[src/rtl/seq_restoring_divider_if.sv]
// Start/busy/done handshake bundle for the sequential restoring divider.
// The requester drives start and operands; the divider returns status and results.
interface seq_restoring_divider_if #(
   parameter int WIDTH = 4
);
   logic             start;
   logic [WIDTH-1:0] dividend;
   logic [WIDTH-1:0] divisor;
   logic             busy;
   logic             done;
   logic [WIDTH-1:0] quotient;
   logic [WIDTH-1:0] remainder;
   logic             div_by_zero;

   modport master (
      output start, dividend, divisor,
      input  busy, done, quotient, remainder, div_by_zero
   );

   modport slave (
      input  start, dividend, divisor,
      output busy, done, quotient, remainder, div_by_zero
   );
endinterface

[src/rtl/seq_restoring_divider.sv]
// Multi-cycle unsigned restoring divider, one trial subtraction per clock.
// Results are registered separately from the working regs and held until rewritten.
module seq_restoring_divider #(
   parameter int WIDTH = 4
) (
   input  logic                   clk,
   input  logic                   rst,
   seq_restoring_divider_if.slave bus
);
   localparam int CNT_W = $clog2(WIDTH) + 1;
   localparam logic [CNT_W-1:0] LAST = CNT_W'(WIDTH - 1);

   typedef enum logic [1:0] {IDLE, CALC, DONE} state_t;

   state_t           state_q, state_d;
   logic [CNT_W-1:0] cnt_q, cnt_d;
   logic [WIDTH:0]   r_q, r_d;
   logic [WIDTH-1:0] q_q, q_d;
   logic [WIDTH-1:0] d_q, d_d;
   logic [WIDTH-1:0] quo_q, quo_d;
   logic [WIDTH-1:0] rem_q, rem_d;
   logic             dbz_q, dbz_d;

   logic [WIDTH+1:0] r_sh;
   logic [WIDTH+1:0] trial;
   logic [WIDTH:0]   r_new;
   logic [WIDTH-1:0] q_new;

   // Trial subtract as R + ~D + 1; a set msb means negative, so restore
   always_comb begin
      r_sh  = {r_q, q_q[WIDTH-1]};
      trial = r_sh + ~{2'b00, d_q} + (WIDTH+2)'(1);
      r_new = trial[WIDTH+1] ? r_sh[WIDTH:0] : trial[WIDTH:0];
      q_new = {q_q[WIDTH-2:0], ~trial[WIDTH+1]};
   end

   always_ff @(posedge clk) begin
      if (rst) begin
         state_q <= IDLE;
         cnt_q   <= '0;
         r_q     <= '0;
         q_q     <= '0;
         d_q     <= '0;
         quo_q   <= '0;
         rem_q   <= '0;
         dbz_q   <= 1'b0;
      end else begin
         state_q <= state_d;
         cnt_q   <= cnt_d;
         r_q     <= r_d;
         q_q     <= q_d;
         d_q     <= d_d;
         quo_q   <= quo_d;
         rem_q   <= rem_d;
         dbz_q   <= dbz_d;
      end
   end

   always_comb begin
      state_d = state_q;
      case (state_q)
         IDLE:    if (bus.start) state_d = CALC;
         CALC:    if (d_q == '0 || cnt_q == LAST) state_d = DONE;
         DONE:    state_d = IDLE;
         default: state_d = IDLE;
      endcase
   end

   always_comb begin
      bus.busy        = (state_q != IDLE);
      bus.done        = (state_q == DONE);
      bus.quotient    = quo_q;
      bus.remainder   = rem_q;
      bus.div_by_zero = dbz_q;
   end

   always_comb begin
      cnt_d = cnt_q;
      r_d   = r_q;
      q_d   = q_q;
      d_d   = d_q;
      quo_d = quo_q;
      rem_d = rem_q;
      dbz_d = dbz_q;
      case (state_q)
         IDLE: begin
            if (bus.start) begin
               q_d   = bus.dividend;
               d_d   = bus.divisor;
               r_d   = '0;
               cnt_d = '0;
               dbz_d = 1'b0;
            end
         end
         CALC: begin
            // Zero divisor: Q still holds the dividend untouched
            if (d_q == '0) begin
               quo_d = '1;
               rem_d = q_q;
               dbz_d = 1'b1;
            end else begin
               r_d   = r_new;
               q_d   = q_new;
               cnt_d = cnt_q + CNT_W'(1);
               if (cnt_q == LAST) begin
                  quo_d = q_new;
                  rem_d = r_new[WIDTH-1:0];
               end
            end
         end
         default: ;
      endcase
   end
endmodule

[src/flat_wrapper.sv]
// flat-port wrapper written by rule: the top's interface ports become plain ports
module seq_restoring_divider_flat 
#(
   parameter int WIDTH = 4
)
  (clk, rst, bus_start, bus_dividend, bus_divisor, bus_busy, bus_done, bus_quotient, bus_remainder, bus_div_by_zero);
  seq_restoring_divider_if #(.WIDTH(WIDTH)) bus_i ();
  input  logic clk;
  input  logic rst;
  input wire logic [$bits(bus_i.start)-1:0] bus_start;
  input wire logic [$bits(bus_i.dividend)-1:0] bus_dividend;
  input wire logic [$bits(bus_i.divisor)-1:0] bus_divisor;
  output wire logic [$bits(bus_i.busy)-1:0] bus_busy;
  output wire logic [$bits(bus_i.done)-1:0] bus_done;
  output wire logic [$bits(bus_i.quotient)-1:0] bus_quotient;
  output wire logic [$bits(bus_i.remainder)-1:0] bus_remainder;
  output wire logic [$bits(bus_i.div_by_zero)-1:0] bus_div_by_zero;
  assign bus_i.start = bus_start;
  assign bus_i.dividend = bus_dividend;
  assign bus_i.divisor = bus_divisor;
  assign bus_busy = bus_i.busy;
  assign bus_done = bus_i.done;
  assign bus_quotient = bus_i.quotient;
  assign bus_remainder = bus_i.remainder;
  assign bus_div_by_zero = bus_i.div_by_zero;
  seq_restoring_divider #(.WIDTH(WIDTH)) u_core (.clk(clk), .rst(rst), .bus(bus_i));
endmodule
[config.mk]
export PLATFORM = sky130hd
export DESIGN_NAME = seq_restoring_divider_flat
export DESIGN_NICKNAME = d
export VERILOG_FILES = /design/src/rtl/seq_restoring_divider_if.sv /design/src/rtl/seq_restoring_divider.sv /design/src/flat_wrapper.sv
export SDC_FILE = /design/constraint.sdc
export NUM_CORES = 1
export LEC_CHECK = 0
export ABC_AREA = 1
export CORE_MARGIN = 2
export CORE_UTILIZATION = 35
export DETAILED_ROUTE_END_ITERATION = 7
export GPL_TIMING_DRIVEN = 0
export PLACE_DENSITY = 0.68
export SYNTH_ARGS = -nofsm -noshare
export SYNTH_HDL_FRONTEND = slang
export SYNTH_SLANG_ARGS = --single-unit
[constraint.sdc]
create_clock -name clk -period 1.4 [get_ports clk]
set_input_delay 0.21 -clock clk [delete_from_list [all_inputs] [get_ports clk]]
set_output_delay 0.21 -clock clk [all_outputs]
set_load 0.03 [all_outputs]
==> results of run 1 <==
-- per-layer routing --
metal / share of wire [%] / track usage, % / vias up / routed length, µm
met5: 0 / 0 / - / 0
met4: 0 / 2.500 / 0 / 0
met3: 4.4 / 3.289 / 0 / 150
met2: 48 / 25.72 / 32 / 1610
met1: 48 / 20.26 / 597 / 1626
li1: - / - / 706 / -
-- through the flow --
| stage | util [%] | cells | setup slack [ps] | TNS, ps |
|---|---|---|---|---|
| 2_1_floorplan | - | 192 | -46.95 | -210.6 |
| 3_3_place_gp | 44.92 | 263 | -220.1 | -2940 |
| 3_5_place_dp | 44.92 | 263 | -220.9 | -2807 |
| 4_1_cts | 48.39 | 274 | -158.8 | -1187 |
| 5_1_grt | 50.20 | 277 | -291.3 | -2865 |
| 6_report | 50.20 | 277 | -177.9 | -1403 |
-- state kept, by name, summed over array words and instances (netlist names) --
signal and cells:
u_core.r_q 5, u_core.state_q 2, u_core.cnt_q 3, u_core.bus.quotient 4, u_core.q_q 4, u_core.bus.remainder 4, u_core.bus.div_by_zero 1, u_core.d_q 4
-- final timing paths --
path / slack (ps) / endpoint / cells past startpoint
worst max-delay path: -180 / u_core.q_q[0] / 10
worst min-delay path: 430 / u_core.cnt_q[0] / 1
worst max register to register: -180 / u_core.q_q[0] / 10
worst min register to register: 430 / u_core.cnt_q[0] / 1
-- cell families after synthesis --
| family | Yosys count |
|---|---|
| simple gates | 91 |
| flops | 27 |
| xor+xnor | 1 |
| compound gates | 41 |
| buf+inv | 25 |
| fa+ha+maj | 7 |
-- where the power goes --
part           switching (mW)  internal [mW]
clock                   0.239          0.199
sequential             0.0598          0.840
combinational           0.615          0.443
total                   0.914           1.48
-- worst max-delay path, cell delays in order (launching register included) --
cell and delay (ps):
dfxtp_1 330, inv_2 70, ha_4 240, inv_2 50, nand2_2 60, nand3_4 110, nand3_4 170, buf_4 190
buf_6 110, nand3_1 80, a21oi_2 50
-- repair_timing --
action / CTS / global route
setup buffers: 7 / 3
pin swaps: 6 / 4
gates resized for setup: 26 / 24
endpoints found under the setup margin: 22 / 25
-- layout make-up --
type / instances / share of cell area (%)
plain buffers: 2 / 0.4361
clock buffers: 3 / 2.056
clock inverters: 1 / 0.2492
inverters: 23 / 4.797
multi-input cells: 140 / 48.16
flip-flops and latches: 27 / 27.29
well taps: 50 / 3.115
repair buffers: 31 / 13.89
-- placed cells by master (no fill, tap or decap), types with 2 or more instances in the layout --
| cell type | synthesis | final |
|---|---|---|
| ha_4 | 0 | 4 |
| dlygate4sd2_1 | 0 | 9 |
| buf_4 | 0 | 6 |
| nand3_2 | 3 | 6 |
| clkdlybuf4s50_1 | 0 | 10 |
| nor2_2 | 1 | 4 |
| nand2_4 | 5 | 6 |
| nand2_1 | 43 | 39 |
| clkbuf_2 | 0 | 3 |
| nand3_4 | 2 | 3 |
| a31oi_1 | 4 | 4 |
| dfxtp_1 | 27 | 21 |
| a21oi_1 | 22 | 18 |
| inv_2 | 3 | 6 |
| clkbuf_8 | 0 | 3 |
| nand2_2 | 6 | 8 |
| nand3b_1 | 2 | 2 |
| inv_1 | 19 | 13 |
| inv_4 | 1 | 4 |
| buf_6 | 0 | 4 |
| nor2_1 | 9 | 6 |
| o21ai_0 | 13 | 12 |
| nand3_1 | 16 | 12 |
| dfxtp_2 | 0 | 6 |
| a21oi_2 | 1 | 5 |
| nand3b_4 | 0 | 2 |
==> impl_metrics.tcl, run 1 <==
set metrics [dict create \
    worstSetupStartpointType "flop" \
    skew_ps 4.346 \
    grtUsageTotal_pct 15.29 \
    holdCritPathClass "flop to flop" \
    fin_area_mm2 0.002008 \
    synth-compound-area-share_pct 14.90 \
    drt_wl_total_um 3388 \
    coreArea_mm2 0.004000 \
    regArea_um2 548.0 \
    netlist_instances 192 \
    syn_nets 210 \
    setup_viol 11 \
    cts_root_buf "clkbuf_8" \
    die_x_um 68.43 \
    post-synth-top-area-cell "dfxtp_1" \
    drtIter0Drc 90 \
    yosys_most_used_dff "dfxtp_1" \
    ys_top_cells_by_count "43 x nand2_1, 27 x dfxtp_1, 22 x a21oi_1" \
    cts_made_buffers 3 \
    postLayoutSetupSlackWorst_ps -177.9 \
    cts_tree "built" \
    clock_latency_ps 270 \
    async_reset_ff_share_pct 0 \
    drtPass1Iterations 6 \
    cp-end-kind "flop" \
    hold_viol 0 \
    drc 0 \
    grt-ovfl-total 0 \
    synthSimpleGateAreaFrac_pct 34.11 \
    synth_edf_count 0 \
    rsz0062_at_grt "true" \
    nets 246 \
    syn-cell-area_mm2 0.001453 \
    total_power_mw 2.396 \
    synthTopCellsByArea "dfxtp_1 37%, nand2_1 11%, a21oi_1 7.6%, nand3_1 5.5%, ha_1 5.2%" \
    globalplace.congestion 0.8120 \
    synth_top_family_by_area "simple AND/OR/NAND/NOR gates" \
    min_period_over_period_pct 112.7 \
    crit_arrival_ps 1740 \
    tightest_slew_ps 535.5 \
    multiInputGateArea_um2 967.2 \
    clk_pin_slew_worst_paths_ps 90 \
    slew_headroom_pct 64.30 \
    p_leak_nw 0.8522 \
    worst-path-max-fanout 8 \
    yosysWarnings 0 \
    die_area_mm2 0.004682 \
    cts_buffer_depth 2 \
    antennaDiodeCount 0 \
    powerDensity_mw_per_mm2 1193 \
    vdd_drop_max_mv 0.4765 \
    hp-start "u_core.cnt_q[0]" \
    avgViaCountPerCell 4.819 \
    synth.area.mux_share_pct 0 \
    grt_pass1_wl_um 5444 \
    r2r-start "u_core.d_q[2]" \
    fmax_mhz 633.8 \
    io_pins 22 \
    ys_ff_latch 27 \
    syn-mean-instance-area_um2 7.566 \
    h-tree-depth 1 \
    violations "setup timing" \
    wl_per_cell_um 12.23 \
    hold_buffers 0 \
    initial_utilization_pct 36.32 \
    critPathRequiredTime_ps 1560 \
    fillers 374 \
    slew_viol_final 0 \
    dpl_cell_area_mm2 0.001797 \
    synth_fa_ha_area_share_pct 6.546 \
    drtAntennaViolNets 0 \
    fin_crit_ps 1578 \
    drive_above_1_share_pct 33.04 \
    dpl.hpwl_um 2350 \
    maxCapViolations 0 \
    yosysUniqueCellTypes 25 \
    status "finished, violations left" \
    crit_start "u_core.d_q[2]" \
    vias 1335 \
    synthXorXnorAreaFrac_pct 0.6029 \
    grt_max_degree 16 \
    fin_hold_ws_ps 431.4 \
    synth_seq_area_share_pct 37.21 \
    grt_pass1_vias 1222 \
    area_delta_synth_final_pct 38.24 \
    synth_most_common_cell "nand2_1" \
    antenna_found_initial 0 \
    crit_type "flop to flop" \
    port-buffer-count 21 \
    synth.top_cell.area_share_pct 37.21 \
    rows 23 \
    clkSinkCount 27 \
    die-height_um 68.43 \
]
No activity file was read; power rests on OpenSTA's default activity.
==> run 2: changes to the inputs <==
--- a/config.mk
+++ b/config.mk
@@ -10,6 +10,7 @@
 export CORE_UTILIZATION = 35
 export DETAILED_ROUTE_END_ITERATION = 7
 export GPL_TIMING_DRIVEN = 0
+export HOLD_SLACK_MARGIN = 0.08
 export PLACE_DENSITY = 0.68
 export SYNTH_ARGS = -nofsm -noshare
 export SYNTH_HDL_FRONTEND = slang
==> constraint.sdc (replaced) <==
create_clock -name clk -period 1.3 [get_ports clk]
set_input_delay 0.195 -clock clk [delete_from_list [all_inputs] [get_ports clk]]
set_output_delay 0.195 -clock clk [all_outputs]
set_load 0.03 [all_outputs]
==> run 2 against run 1 <==
  * The flow still finishes with violations (setup timing)
  * Non-clock buffer count grew 8
  * Hold slack gained 31 ps
  * Combinational power grew 15%
  * Setup slack lost 80 ps
  * Core utilization grew 2.8 points
  * Power grew 12%
  * Fmax grew 1.3%
  * Wire length grew 12%
  * Flip-flop and latch count is the same
  * Sequential power grew 8.8%
  * Largest power group unchanged
==> impl_metrics.tcl, run 2 (synthesis results as in run 1) <==
set metrics [dict create \
    status "finished, violations left" \
    violations "setup timing" \
    antennaDiodeCount 0 \
    die_area_mm2 0.004682 \
    die_x_um 68.43 \
    cts_buffer_depth 2 \
    path_cells "inv_2 > ha_4 > inv_4 > fa_2 > xor2_1 > nand3b_4 > nand2_2 > nand2_2 > nand2_1 > nand2_1" \
    area_delta_synth_final_pct 46.08 \
    coreArea_mm2 0.004000 \
    p_sw_mw 1.038 \
    clkSinkCount 27 \
    slowest_stage "fa_2" \
    cts_tree "built" \
    holdCritPathClass "flop to flop" \
    grt_max_degree 15 \
    drtAntennaViolNets 0 \
    wl_met2_um 1827 \
    cts_made_buffers 3 \
    worst-path-max-fanout 3 \
    grt_pass1_vias 1160 \
    power_frac_seq_pct 36.5 \
    power_frac_comb_pct 45.5 \
    met3WireLength_um 213 \
    grtUsageTotal_pct 15.73 \
    drc 0 \
    total_power_mw 2.678 \
    avgViaCountPerCell 4.972 \
    hold_viol 0 \
    drive_above_1_share_pct 39.15 \
    crit_type "flop to flop" \
    regMostFlops "u_core.r_q" \
    dr.max_layer_used "met3" \
    p_leak_nw 0.9079 \
    power.internal_mw 1.640 \
    vdd_drop_max_mv 0.4887 \
    worstSetupStartpointType "flop" \
    drtPass1Iterations 4 \
    crit_arrival_ps 1730 \
    drtIter0Drc 89 \
    slew_viol_final 0 \
    globalplace.congestion 0.7859 \
    maxCapViolations 0 \
    final_cell_mix "33 x nand2_1, 22 x a21oi_1, 19 x dfxtp_1" \
    clkPwrFrac_pct 18.0 \
    rows 23 \
    final_core_util_pct 53.05 \
    grt_pass1_wl_um 5568 \
    cts_root_buf "clkbuf_8" \
    hold_buffers 0 \
    port-buffer-count 21 \
    dpl.hpwl_um 2416 \
    skew_ps 8.935 \
    setup_viol 13 \
    path_delay_family "adder cells" \
    tns_ps -2250 \
    wl_per_cell_um 13.27 \
    switching_share_pct 38.76 \
    rsz0062_at_grt "true" \
    max_stage_delay_ps 350 \
    min_period_over_period_pct 119.8 \
    wirelength_met1_um 1740 \
    mostFrequentLayoutCell "nand2_1" \
    fin_crit_ps 1557 \
    die-height_um 68.43 \
    clk_pin_slew_worst_paths_ps 100 \
    powerDensity_mw_per_mm2 1262 \
    tightest_slew_ps 559.4 \
    cp-end-kind "flop" \
    largest_register_ffs 5 \
    fmax_mhz 642.1 \
    nets 254 \
    initial_utilization_pct 36.32 \
    postLayoutSetupSlackWorst_ps -257.4 \
    grt-ovfl-total 0 \
    drt_wl_total_um 3781 \
    critPathRequiredTime_ps 1480 \
    vias 1417 \
    cp_num_buf_inv 2 \
    slew_headroom_pct 62.71 \
    io_pins 22 \
    antenna_found_initial 0 \
    clock_latency_ps 280 \
    h-tree-depth 1 \
]
## run 2: cell count changes in the layout (fill, tap and decap cells not counted), moves of 4 or more
cell,delta
buf_4,+8
nand2_1,-6
nand2_2,+5
a21oi_1,+4
a21oi_2,-4
o21ai_0,-4
o21ai_2,+4
## run 2: worst register-to-register path, delay by kind of cell, from the launching register on
kind          cells  cell delay (ps)
xor+xnor          1              150
fa+ha+maj         2              490
buf+inv           2              120
flops             1              330
simple gates      5              360
## run 2: layout make-up
class                      count  area, µm²
buffer                         2      8.758
clock buffer                   4      45.04
fill                         375       1878
inverter                      23      98.84
multi-input combinational    140       1017
sequential                    27      550.5
tap                           50      62.56
timing repair buffer          39      339.1
## run 2: timing repair
item                                    in CTS  in global routing
endpoints found under the setup margin      27                 23
setup buffers                                9                 10
hold endpoints to repair                     0                  0
resized for setup                           36                 38
pin swaps                                    6                  5
## run 2: worst paths after layout
check | start | endpoint | slack, ps | depth (start not counted)
worst max register to register | u_core.q_q[3] | u_core.bus.remainder[2] | -260 | 10
worst max-delay path | u_core.q_q[3] | u_core.bus.remainder[2] | -260 | 10
worst min-delay path | u_core.bus.quotient[2] | u_core.bus.quotient[2] | 460 | 2
worst min register to register | u_core.bus.quotient[2] | u_core.bus.quotient[2] | 460 | 2
## run 2: metal layers
metal	up-vias	track usage [%]
li1	718	-
met5	-	0
met4	0	3.750
met2	40	23.56
met3	0	3.289
met1	659	22.85
## run 2: power by group through the flow
stage               logic (mW)  clock network, mW  registers, mW
finish                    1.22              0.482          0.979
global route              1.32              0.518          0.989
CTS                       1.07              0.481          0.968
detailed placement       0.947                  0          0.983
global placement         0.938                  0          0.981
floorplan                0.687                  0           1.01
## run 2: through the flow
stage | std cells | instance area, µm² | hold slack, ps | setup slack (ps)
CTS | 276 | 1968 | 467.0 | -254.0
global route | 285 | 2122 | 476.2 | -356.0
floorplan | 192 | 1524 | 264.1 | -147.0
detailed placement | 263 | 1797 | 456.0 | -315.6
finish | 285 | 2122 | 462.0 | -257.4
global placement | 263 | 1797 | 446.1 | -311.8
==> run 3: changes to the inputs <==
--- a/config.mk
+++ b/config.mk
@@ -9,6 +9,7 @@
 export CORE_MARGIN = 2
 export CORE_UTILIZATION = 35
 export DETAILED_ROUTE_END_ITERATION = 7
+export GPL_ROUTABILITY_DRIVEN = 1
 export GPL_TIMING_DRIVEN = 0
 export HOLD_SLACK_MARGIN = 0.08
 export PLACE_DENSITY = 0.68
==> results of run 3 <==
Final layout, timing and power as in run 2 (identical DEF).
